--- config.mk ---
export PLATFORM = sky130hd
export DESIGN_NAME = scrambler_64b66b_ml
export DESIGN_NICKNAME = d
export VERILOG_FILES = /design/src/rtl/scrambler_64b66b_pkg.sv /design/src/rtl/scrambler_64b66b_lane.sv /design/src/rtl/scrambler_64b66b_ml.sv
export SDC_FILE = /design/constraint.sdc
export NUM_CORES = 1
export LEC_CHECK = 0
export CAP_MARGIN = 20
export CORE_MARGIN = 10
export CORE_UTILIZATION = 54
export DETAILED_ROUTE_END_ITERATION = 16
export GPL_ROUTABILITY_DRIVEN = 0
export GPL_TIMING_DRIVEN = 0
export HOLD_SLACK_MARGIN = 0.08
export PLACE_DENSITY = 0.91
export SYNTH_ARGS = -nofsm -noshare
export SYNTH_HDL_FRONTEND = slang
export SYNTH_SLANG_ARGS = --single-unit
export TNS_END_PERCENT = 30
--- constraint.sdc ---
create_clock -name clk -period 1.8 [get_ports clk]
set_clock_uncertainty 0.1 [all_clocks]
set_input_delay 0.36 -clock clk [delete_from_list [all_inputs] [get_ports clk]]
set_output_delay 0.36 -clock clk [all_outputs]
set_load 0.05 [all_outputs]
--- src/rtl/scrambler_64b66b_pkg.sv ---
// Shared constants for the 64b/66b self-synchronous scrambler (G(x) = 1 + x^39 + x^58).
package scrambler_64b66b_pkg;

    localparam int STATE_W = 58;
    localparam int TAP_A   = 39;
    localparam int TAP_B   = 58;

    localparam logic [STATE_W-1:0] DEFAULT_SEED = 58'h3ff_ffff_ffff_ffff;

    // Bit counter only needs to reach STATE_W; 7 bits leaves headroom before saturation.
    localparam int               CNT_W   = 7;
    localparam logic [CNT_W-1:0] CNT_MAX = '1;

endpackage

--- src/rtl/scrambler_64b66b_lane.sv ---
// One channel of the 64b/66b scrambler/descrambler: state, lock counter and output register.
module scrambler_64b66b_lane
    import scrambler_64b66b_pkg::*;
#(
    parameter int                 LEN     = 32,
    parameter int                 DESCRAM = 0,
    parameter logic [STATE_W-1:0] SEED    = DEFAULT_SEED
) (
    input  logic               clk,
    input  logic               nreset,
    input  logic               valid_i,
    input  logic [LEN-1:0]     data_i,
    input  logic               bypass_i,
    input  logic               load_i,
    input  logic [STATE_W-1:0] seed_i,
    output logic               valid_o,
    output logic [LEN-1:0]     data_o,
    output logic               locked_o
);

    localparam logic [CNT_W:0]   CNT_INC  = (CNT_W + 1)'(LEN);
    localparam logic [CNT_W-1:0] LOCK_CNT = CNT_W'(STATE_W);

    logic [STATE_W-1:0]     state_q, state_d;
    logic [CNT_W-1:0]       cnt_q, cnt_d;
    logic                   locked_q, locked_d;
    logic                   valid_q, valid_d;
    logic [LEN-1:0]         data_q, data_d;

    // hist[0] is the oldest line bit (S_(n-58)); the beat's new line bits are appended above the state.
    logic [STATE_W+LEN-1:0] hist;
    logic [LEN-1:0]         result;
    logic                   fb;

    // Add one beat's worth of bits, sticking at CNT_MAX instead of wrapping.
    function automatic logic [CNT_W-1:0] sat_add(input logic [CNT_W-1:0] a);
        logic [CNT_W:0] sum;
        sum     = {1'b0, a} + CNT_INC;
        sat_add = sum[CNT_W] ? CNT_MAX : sum[CNT_W-1:0];
    endfunction

    // Unrolled per-bit recurrence; later bits see earlier bits of the same beat through hist.
    always_comb begin
        hist               = '0;
        hist[STATE_W-1:0]  = load_i ? seed_i : state_q;
        result             = '0;
        fb                 = 1'b0;
        for (int j = 0; j < LEN; j++) begin
            fb = hist[j + STATE_W - TAP_A] ^ hist[j + STATE_W - TAP_B];
            if (DESCRAM != 0) begin
                hist[STATE_W + j] = data_i[j];
                result[j]         = data_i[j] ^ fb;
            end else begin
                hist[STATE_W + j] = data_i[j] ^ fb;
                result[j]         = hist[STATE_W + j];
            end
        end
    end

    // Next-state selection: load first, then a beat (which may build on the freshly loaded seed).
    always_comb begin
        state_d  = state_q;
        cnt_d    = cnt_q;
        locked_d = locked_q;
        valid_d  = 1'b0;
        data_d   = data_q;
        if (load_i) begin
            state_d  = seed_i;
            cnt_d    = '0;
            locked_d = 1'b0;
        end
        if (valid_i) begin
            state_d  = hist[LEN +: STATE_W];
            cnt_d    = sat_add(cnt_d);
            locked_d = locked_d | (cnt_d >= LOCK_CNT);
            valid_d  = 1'b1;
            data_d   = bypass_i ? data_i : result;
        end
    end

    // Register everything; reset wins over load and valid.
    always_ff @(posedge clk) begin
        if (!nreset) begin
            state_q  <= SEED;
            cnt_q    <= '0;
            locked_q <= 1'b0;
            valid_q  <= 1'b0;
            data_q   <= '0;
        end else begin
            state_q  <= state_d;
            cnt_q    <= cnt_d;
            locked_q <= locked_d;
            valid_q  <= valid_d;
            data_q   <= data_d;
        end
    end

    assign valid_o  = valid_q;
    assign data_o   = data_q;
    assign locked_o = locked_q;

endmodule

--- src/rtl/scrambler_64b66b_ml.sv ---
// Multi-lane 64b/66b scrambler/descrambler: CH independent lanes of LEN bits per beat.
module scrambler_64b66b_ml
    import scrambler_64b66b_pkg::*;
#(
    parameter int                 LEN     = 32,
    parameter int                 CH      = 1,
    parameter int                 DESCRAM = 0,
    parameter logic [STATE_W-1:0] SEED    = DEFAULT_SEED
) (
    input  logic                clk,
    input  logic                nreset,
    input  logic [CH-1:0]       valid_i,
    input  logic [CH*LEN-1:0]   data_i,
    input  logic                bypass_i,
    input  logic [CH-1:0]       load_i,
    input  logic [STATE_W-1:0]  seed_i,
    output logic [CH-1:0]       valid_o,
    output logic [CH*LEN-1:0]   data_o,
    output logic [CH-1:0]       locked_o
);

    for (genvar c = 0; c < CH; c++) begin : g_lane
        scrambler_64b66b_lane #(
            .LEN     (LEN),
            .DESCRAM (DESCRAM),
            .SEED    (SEED)
        ) u_lane (
            .clk      (clk),
            .nreset   (nreset),
            .valid_i  (valid_i[c]),
            .data_i   (data_i[c*LEN +: LEN]),
            .bypass_i (bypass_i),
            .load_i   (load_i[c]),
            .seed_i   (seed_i),
            .valid_o  (valid_o[c]),
            .data_o   (data_o[c*LEN +: LEN]),
            .locked_o (locked_o[c])
        );
    end

endmodule

## After elaboration in Yosys (flattened, before gate mapping)

Cells that the tools add are included.

- Logic and storage cells: 81
- Output and inout port bits: 34
- Register bits after elaboration: 99

- Order comparisons: 1
- Mux-type cells: 9
- Bitwise operators: 65
- Add/subtract/negate cells: 1

Operators by type and width:

| operator | number |
|---|---|
| two-way mux 58 bit | 2 |
| XOR 1 bit | 64 |
| two-way mux 32 bit | 1 |
| two-way mux 7 bit | 3 |
| adder 7 x 6 -> 8 bit, second input constant | 1 |
| greater-or-equal comparator 7 x 6 -> 1 bit, second input constant | 1 |
| two-way mux 1 bit | 3 |
| OR 1 bit | 1 |

## Depth between registers and ports, before layout

- Depth after elaboration: 6
- Gate-level depth with buffers: 6
- Gate-level depth less buffers: 3

## Least setup slack after synthesis

Ideal clock, no wire load.

- Kind: in2reg
- Start: in valid_i
- End: reg g_lane[0].u_lane.state_q[21]
- Arrival time: 1.293 ns
- Slack: 0.290 ns
- Stages: 5
- Required time: 1.583 ns
- Setup time: 0.117 ns
- Cell sequence: buf_4 > buf_2 > buf_2 > mux4_2 > nand2b_1

- Longest elaborated chain between the ends: 1

RTL lines:

| item | RTL line | RTL |
|---|---|---|
| start, declared | scrambler_64b66b_ml.sv:12 | `input logic [CH-1:0] valid_i,` |
| two-way mux 58 bit | scrambler_64b66b_lane.sv:72 | `if (valid_i) begin` |
| end signal, assigned | scrambler_64b66b_lane.sv:90 | `state_q <= state_d;` |
| end, declared | scrambler_64b66b_lane.sv:24 | `logic [STATE_W-1:0] state_q, state_d;` |

No other way between the ends.
A chain may end at the register's enable or synchronous reset.

==> results.toml <==
[clocking]
clockBufferDepth = 2
clockRootBuffer = "clkbuf_16"
clock_latency_ns = 0.37
cts-hold-fix-buffers = 0
htreeDepth = 3
clk_pin_slew_ns = 0.07
numCtsBuffers = 9
tritoncts = "done"
cts_sinks = 98

[layout]
area_delta_synth_final_pct = 24.1
nFillCells = 939
n_antenna_cell = 0
fin_nets = 995
fin_cells = 1077
postLayoutCellArea_mm2 = 0.00884
drive_above_1_share_pct = 10.9

[logic_synthesis]
ys_seq_area_share_pct = 27.6
yosysMostFrequentCell = "dfxtp_1"
synth_area_leaders = "dfxtp_1 28%, xor3_1 11%, xnor2_1 6.6%, a211oi_1 6.1%, nor2b_1 4.9%"
synthCells = 771
synth_edf_count = 0
mappedNetlistArea_mm2 = 0.00712
syn_nets = 866
ys_ff_latch = 98
synth.yosys.warnings = 0
yosysTopAreaCell = "dfxtp_1"
synth_top_area_share_pct = 27.6
syn_area_per_cell_um2 = 9.23
async_flop_share_pct = 0
synth_cell_type_count = 43
dominantRegCellSynth = "dfxtp_1"
synth_common_cells = "98 x dfxtp_1, 75 x nor2_1, 58 x a211oi_1, 56 x nor2b_1, 54 x xnor2_1"

[timing]
layout_setup_ws_ns = -0.0967
drv_slew = 0
maxSlewHeadroom_pct = 48.0
rsz0062_at_grt = "yes"
tns_ns = -0.111
fmax_ghz = 0.527
worst_pin_slew_ns = 0.780
setup_viol_count_final = 3
min_period_ns = 1.90
holdWs_ns = 0.364
finalHoldViolCount = 0
finalCritPeriodShare_pct = 105

[die]
die_width_um = 135
dieArea_mm2 = 0.0182
initial_utilization_pct = 55.7
die_y_um = 135
row_count = 41
core_area_mm2 = 0.0128
io_pins = 129

[power_and_ir_drop]
ir_drop_v = 0.000507
power_density_mw_per_mm2 = 769
total_power_mw = 6.79
p_leak_nw = 3.60

[critical_path]
reg2reg_to = "g_lane[0].u_lane.state_q[45]"
cp_slowest_stage_delay_ns = 0.49
end_kind = "register"
crit_type = "in -> reg"
crit_cells = 5
reg2reg_depth = 3
cp_num_buf_inv = 3
regToRegStartpoint = "g_lane[0].u_lane.state_q[19]"
path_delay_family = "buffers and inverters"
worstPathCellList = "clkdlybuf4s50_1 > buf_2 > clkbuf_2 > o21ai_0 > a211oi_1"
ff2ff_setup_slack_ns = 0.21
critPathLaunchType = "input pin"
cp.required_ns = 1.95
cp_max_fo = 10
arrival_ns = 2.05
cp_slowest_cell = "clkdlybuf4s50_1"

[place]
hpwl_um = 19700
dpl.cell_count = 1058
placed_area_mm2 = 0.00849
io_buffers = 115

[route]
vias = 7435
detail-route-antenna-nets = 0
dr.pass1.iters = 8
vias_per_cell = 6.90
avgRoutedWirePerCell_um = 25.0
drt_iter0_drc = 1267
drc = 0
drt_wl_total_um = 27000

[outcome]
failed_checks = "setup timing"
status = "complete, but fails checks"

[worst_hold_path]
hp-start = "g_lane[0].u_lane.locked_o"
whs_path_depth = 1
hold_path_end = "g_lane[0].u_lane.locked_o"
hp-class = "reg -> reg"

[global_routing]
grt_max_degree = 17
grt_pass1_wl_um = 40200
gr-total-overflow = 0
grt_pass1_vias = 7401
grt_use_total_pct = 28.5
antenna_found_initial = 0

[job]
maxCapViolCount = 0
==> registers in the layout, indices dropped and copies added, names as in the netlist <==
signal / cells
g_lane.u_lane.cnt_q: 6
g_lane.u_lane.data_o: 32
g_lane.u_lane.locked_o: 1
g_lane.u_lane.state_q: 58
g_lane.u_lane.valid_o: 1
==> report_power, final <==
part | switching, mW | total, mW | internal, mW
combinational | 1.23 | 2.18 | 0.948
clock | 0.940 | 2.10 | 1.16
sequential | 0.166 | 2.52 | 2.35
==> cells by family after synthesis <==
family / count (synthesis) / share of synthesized area (%)
mux: 32 / 5.75
buf+inv: 97 / 6.57
xor+xnor: 102 / 19.3
simple gates: 199 / 14.9
compound gates: 243 / 26.0
flops: 98 / 27.6
==> timing repair <==
action,CTS,global route
setup endpoints to repair,109,37
resized for setup,47,12
setup buffers,3,0
hold endpoints to repair,0,0
==> layout by cell type (no fill, tap or decap), types with 3 or more instances in the layout <==
cell type,Yosys,layout
clkbuf_1,42,32
o22ai_1,27,27
o31ai_1,27,26
o21ai_1,21,21
xor3_1,32,32
o41ai_2,5,5
o32ai_1,21,21
o221a_2,21,21
buf_6,7,7
buf_2,17,13
xnor2_1,54,54
mux2_1,21,21
clkbuf_2,0,9
nor2_1,75,75
o221a_1,6,6
mux4_2,5,5
a22o_1,5,5
mux2i_1,6,6
xor2_1,16,16
inv_1,22,22
nand2b_1,11,11
and2_1,12,12
clkbuf_4,0,3
clkdlybuf4s50_1,0,79
dfxtp_1,98,98
nor3_1,11,11
a32o_1,6,6
nor2b_1,56,55
a211oi_1,58,57
dlygate4sd2_1,0,35
o21ai_0,32,32
clkbuf_16,0,9
a221oi_1,5,5
a21oi_1,3,3
o21a_1,5,5
and3_1,27,27
buf_4,5,10
==> layer usage <==
| metal | routed length, um | part of all wire (%) | up-vias | track usage (%) |
|---|---|---|---|---|
| met5 | 0 | 0 | - | 0 |
| met1 | 9440 | 35 | 3440 | 33.6 |
| met2 | 11500 | 43 | 696 | 42.6 |
| li1 | - | - | 3107 | - |
| met4 | 1900 | 7.0 | 0 | 19.8 |
| met3 | 4090 | 15 | 192 | 9.61 |
==> through the flow <==
stage / setup WS [ns] / utilization [%]
2_1_floorplan: 0.290 / -
3_3_place_gp: -0.600 / 66.4
3_5_place_dp: -0.638 / 66.4
4_1_cts: 0.00521 / 69.0
5_1_grt: -0.149 / 69.2
6_report: -0.0967 / 69.2
==> layout make-up <==
cell class | count | area [um^2] | share of cell area (%)
clock buffer | 11 | 253 | 2.86
sequential | 98 | 1960 | 22.2
buffer | 74 | 410 | 4.64
timing repair buffer | 118 | 1140 | 13.0
inverter | 23 | 86.3 | 0.977
multi-input combinational | 576 | 4700 | 53.2
tap | 172 | 215 | 2.44
clock inverter | 5 | 62.6 | 0.708
==> how the worst max path moves through the flow <==
stage / startpoint / to / slack [ns]
after floorplan: valid_i / g_lane[0].u_lane.state_q[21] / 0.29
after global placement: nreset / g_lane[0].u_lane.state_q[38] / -0.60
after global routing: nreset / g_lane[0].u_lane.data_o[14] / -0.15
final: nreset / g_lane[0].u_lane.data_o[14] / -0.1
after CTS: nreset / g_lane[0].u_lane.state_q[38] / 0.005
after detailed placement: load_i / g_lane[0].u_lane.state_q[38] / -0.64
Note: power is estimated with default switching activity, not from simulation.
